[config.mk]
export PLATFORM = sky130hd
export DESIGN_NAME = pdemux_reg
export DESIGN_NICKNAME = d
export VERILOG_FILES = /design/src/rtl/pdemux_reg.sv
export SDC_FILE = /design/constraint.sdc
export NUM_CORES = 1
export LEC_CHECK = 0
export BUFFER_PORTS_ARGS = -buffer_cell sky130_fd_sc_hd__buf_2
export CORE_ASPECT_RATIO = 1.4
export CORE_MARGIN = 3
export CORE_UTILIZATION = 30
export CTS_CLUSTER_SIZE = 30
export DETAILED_ROUTE_END_ITERATION = 6
export PLACE_DENSITY = 0.54
export REMOVE_ABC_BUFFERS = 1
export SETUP_SLACK_MARGIN = 0.15
export SLEW_MARGIN = 10
export SYNTH_ARGS = -nofsm -noshare
export SYNTH_HDL_FRONTEND = slang
export SYNTH_SLANG_ARGS = --single-unit
export TNS_END_PERCENT = 30
[constraint.sdc]
create_clock -name clk -period 3.4 [get_ports clk]
set_clock_uncertainty 0.15 [all_clocks]
set_input_delay 0.17 -clock clk [delete_from_list [all_inputs] [get_ports clk]]
set_output_delay 0.17 -clock clk [all_outputs]
set_load 0.05 [all_outputs]
[src/rtl/pdemux_reg.sv]
`default_nettype none
// ============================================================================
// Module   : pdemux_reg
// Brief    : Registered one-hot demultiplexer with per-lane valid/ready
//            holding registers, delivery counters and a sticky select error.
// Revision : 1.0
// ============================================================================
module pdemux_reg #(
    parameter int W = 4
) (
    input  logic           clk,
    input  logic           rst_n,
    input  logic [W-1:0]   in_data,
    input  logic [2:0]     s,
    input  logic           in_valid,
    output logic           in_ready,
    output logic [W-1:0]   out_a,
    output logic [3*W-1:0] out_b,
    output logic [3:0]     out_valid,
    input  logic [3:0]     out_ready,
    output logic [31:0]    cnt,
    output logic           sel_err,
    input  logic           err_clr
);

    localparam int C_LANES = 4;

    logic [1:0]   w_lane;
    logic         w_sel_ok;
    logic         w_accept;
    logic [3:0]   w_load;
    logic [3:0]   w_drain;

    logic [W-1:0] r_data [C_LANES];
    logic [3:0]   r_valid;
    logic [7:0]   r_cnt  [C_LANES];
    logic         r_sel_err;

    // Same decode as the one-hot priority mux: anything not one-hot lands on lane 0.
    always_comb begin
        w_lane   = 2'd0;
        w_sel_ok = 1'b1;
        case (s)
            3'b000:  w_lane = 2'd0;
            3'b001:  w_lane = 2'd1;
            3'b010:  w_lane = 2'd2;
            3'b100:  w_lane = 2'd3;
            default: w_sel_ok = 1'b0;
        endcase
    end

    assign in_ready = !r_valid[w_lane] || out_ready[w_lane];
    assign w_accept = in_valid && in_ready;
    assign w_drain  = r_valid & out_ready;

    always_comb begin
        w_load         = 4'b0000;
        w_load[w_lane] = w_accept;
    end

    always_ff @(posedge clk or negedge rst_n) begin
        if (!rst_n) begin
            r_valid <= 4'b0000;
            for (int i = 0; i < C_LANES; i++) begin
                r_data[i] <= '0;
                r_cnt[i]  <= 8'd0;
            end
        end else begin
            for (int i = 0; i < C_LANES; i++) begin
                // A refill on a draining lane keeps valid high: no bubble.
                if (w_load[i]) begin
                    r_data[i]  <= in_data;
                    r_valid[i] <= 1'b1;
                end else if (w_drain[i]) begin
                    r_valid[i] <= 1'b0;
                end
                if (w_drain[i]) begin
                    r_cnt[i] <= r_cnt[i] + 8'd1;
                end
            end
        end
    end

    // Set has priority over clear.
    always_ff @(posedge clk or negedge rst_n) begin
        if (!rst_n) begin
            r_sel_err <= 1'b0;
        end else if (w_accept && !w_sel_ok) begin
            r_sel_err <= 1'b1;
        end else if (err_clr) begin
            r_sel_err <= 1'b0;
        end
    end

    assign out_a     = r_data[0];
    assign out_valid = r_valid;
    assign sel_err   = r_sel_err;

    generate
        for (genvar g = 0; g < C_LANES; g++) begin : g_cnt
            assign cnt[8*g +: 8] = r_cnt[g];
        end
        for (genvar g = 1; g < C_LANES; g++) begin : g_out_b
            assign out_b[W*(g-1) +: W] = r_data[g];
        end
    endgenerate

endmodule
`default_nettype wire

==> flow_metrics.env <==
export IMPL_status="finished, final reports clean"
export IMPL_grt_use_met1_pct=14.2
export IMPL_cts_resized=0
export IMPL_ios=69
export IMPL_grtUsageMet2_pct=20.0
export IMPL_clk_pin_slew_ns=0.11
export IMPL_die_w_um=80.5
export IMPL_post_place_ws_ns=1.28
export IMPL_syn_area_sq_mm=0.00233
export IMPL_cp_buffers_inverters=3
export IMPL_ys_warn_count=0
export IMPL_power_density_mw_per_mm2=738
export IMPL_synthCells=176
export IMPL_synth_common_cells="53 x dfrtp_1, 21 x xnor2_1, 20 x nand3_1, 16 x mux2_1, 9 x and3_1"
export IMPL_relSlewSlack_pct=62.7
export IMPL_dieArea_sq_mm=0.00887
export IMPL_hold_viol_final=0
export IMPL_core_sq_mm=0.00745
export IMPL_area_delta_synth_final_pct=27.7
export IMPL_drive_gt1_share_pct=34.5
export IMPL_drtIter0Drc=54
export IMPL_vias=1614
export IMPL_worst_pin_slew_ns=0.560
export IMPL_synth_edff_count=0
export IMPL_fillers=739
export IMPL_grt_max_degree=31
export IMPL_avgSynthCellArea_sq_um=13.2
export IMPL_ant_nets=0
export IMPL_cts_setup_buffers=0
export IMPL_cts_tree="done"
export IMPL_wl_mm=4.85
export IMPL_maxCapViolCount=0
export IMPL_finalSetupViolations=0
export IMPL_cpLargestDelayFamily="buffers and inverters"
export IMPL_grt_busiest_layer="met2"
export IMPL_ir_worst_vdd_mv=0.373
export IMPL_port_buffers=68
export IMPL_clock_path_buffers=2
export IMPL_synth_seq_cells=53
export IMPL_synthFlopType="dfrtp_1"
export IMPL_n_antenna_cell=0
export IMPL_setup_tns_ns=0
export IMPL_grt_use_total_pct=11.8
export IMPL_std_cell_rows=37
export IMPL_clock_sinks=53
export IMPL_post_route_drc_count=0
export IMPL_tritoncts_num_buffers=5
export IMPL_grt_pass1_wl_mm=7.96
export IMPL_dpl_hpwl_mm=3.71
export IMPL_crit_required_ns=3.08
export IMPL_slowest_stage="dlygate4sd3_1"
export IMPL_p_leak_nw=1.48
export IMPL_synth_most_common_cell="dfrtp_1"
export IMPL_whs_ns=0.118
export IMPL_ys_seq_area_share_pct=57.0
export IMPL_viasPerCell=4.51
export IMPL_dr_pass1_iters=4
export IMPL_crit_path_start_kind="primary input"
export IMPL_fin_crit_sh_pct=68.4
export IMPL_insertion_delay_ns=0.30
export IMPL_cp_data_arrival_time_ns=2.01
export IMPL_antenna_found_initial=0
export IMPL_crit_chain="dlygate4sd3_1 -> buf_2 -> and4bb_2 -> a211o_1 -> a221o_2 -> buf_2"
export IMPL_nets=279
export IMPL_crit_top_cell="buf_2"
export IMPL_ctsHoldBuffers=10
export IMPL_ys_types=28
export IMPL_grt_overflow=0
export IMPL_use_met3_pct=3.50
export IMPL_crit_type="in -> out"
export IMPL_r2r_slack_ns=1.36
export IMPL_clockRootBuffer="clkbuf_8"
export IMPL_h_tree_depth=2
export IMPL_fmax_ghz=0.430
export IMPL_fin_crit_ns=2.33
export IMPL_dieHeight_um=110
export IMPL_critPathMaxStageDelay_ns=0.53
export IMPL_initial_core_util_pct=31.2
export IMPL_wire_per_inst_um=13.5
export IMPL_synth_async_reset_ratio_pct=100
export IMPL_hp_class="in -> reg"
export IMPL_cp_max_fo=5
export IMPL_synth_area_leader_cell="dfrtp_1"
export IMPL_grt_setup_unrepaired="no"
export IMPL_grt_pass1_vias=1580
export IMPL_synth_top_area_share_pct=57.0
export IMPL_drv_slew=0
export IMPL_synth_area_top_cells="dfrtp_1 57%, xnor2_1 7.9%, mux2_1 7.7%"
export IMPL_gp_congestion=0.728
export IMPL_endpoint_kind="output port"
export IMPL_fin_ws_ns=1.07
-- metrics by stage --
step	cell area (sq um)	total power [W]	util, %	instances
final	2970	0.00220	39.9	358
after floorplan	2310	0.00160	-	174
after global routing	2970	0.00234	39.9	358
after CTS	2970	0.00224	39.9	358
after global placement	2780	0.00184	37.3	340
after detailed placement	2780	0.00185	37.3	340
-- metal layers --
layer	wire [um]	up-vias
met1	2100	783
met4	33	0
met2	2440	43
met3	280	2
li1	-	786
met5	0	-
-- layout make-up --
type	count	area, sq um	area share (%)
multi-input combinational	115	961	32.3
clock inverter	3	26.3	0.883
tap	97	121	4.08
clock buffer	5	68.8	2.31
inverter	6	22.5	0.757
sequential	53	1330	44.6
timing repair buffer	79	448	15.1
-- power breakdown --
group          internal [W]  switching (W)  total (W)
clock              0.000150       0.000215   0.000365
combinational      0.000237       0.000687   0.000924
sequential         0.000774       0.000133   0.000906
-- registers in the layout (all words and copies together), names as in the netlist --
register and cells:
cnt 32, out_b 12, out_a 4, out_valid 4, sel_err 1
-- cell families after synthesis --
logic type                 share of synthesized area, %
AOI/OAI and AO/OA                                  4.08
DFF                                                57.0
xor gates and xnor gates                           10.9
buffers and inverters                              1.77
muxes                                              9.67
adders and majority gates                          2.58
and+or+nand+nor                                    14.0
-- final timing paths --
| kind | endpoint | cells past startpoint | startpoint |
|---|---|---|---|
| max | in_ready | 6 | out_ready[3] |
| max reg2reg | out_b[10] | 5 | out_valid[2] |
| min reg2reg | cnt[31] | 1 | cnt[31] |
| min | sel_err | 3 | in_valid |
| max in group asynchronous | cnt[26] | 3 | rst_n |
| min in group asynchronous | cnt[29] | 2 | rst_n |
-- cells in the final DEF (no fill, tap or decap) --
cell	Yosys	final
nand2_1	6	6
mux2_1	16	16
nand4_4	2	2
a211oi_2	1	1
dlygate4sd3_1	0	10
inv_6	0	1
o21ai_0	4	4
nor3b_4	1	1
o311a_4	1	1
clkinv_4	0	2
o21bai_1	1	1
nor4bb_1	1	1
and2_1	1	1
dfrtp_1	53	53
a211o_1	2	2
inv_1	6	6
clkbuf_8	0	5
nor2_1	6	6
and3_1	9	9
and4bb_1	1	1
and4bb_2	2	2
xor2_1	8	8
a21oi_1	1	1
xnor2_1	21	21
mux2_2	4	4
buf_4	1	1
nand3_2	1	1
nand3_1	20	20
buf_2	0	68
maj3_1	1	1
ha_1	4	4
a221o_2	1	1
-- worst reg2reg max path, delay by kind of cell (launching register included) --
kind | cells | cell delay, ns
AO/OA/AOI/OAI | 2 | 0.52
flip-flops | 1 | 0.43
multiplexers | 1 | 0.34
AND/OR/NAND/NOR | 2 | 0.51
(Power assumes the default switching activity.)
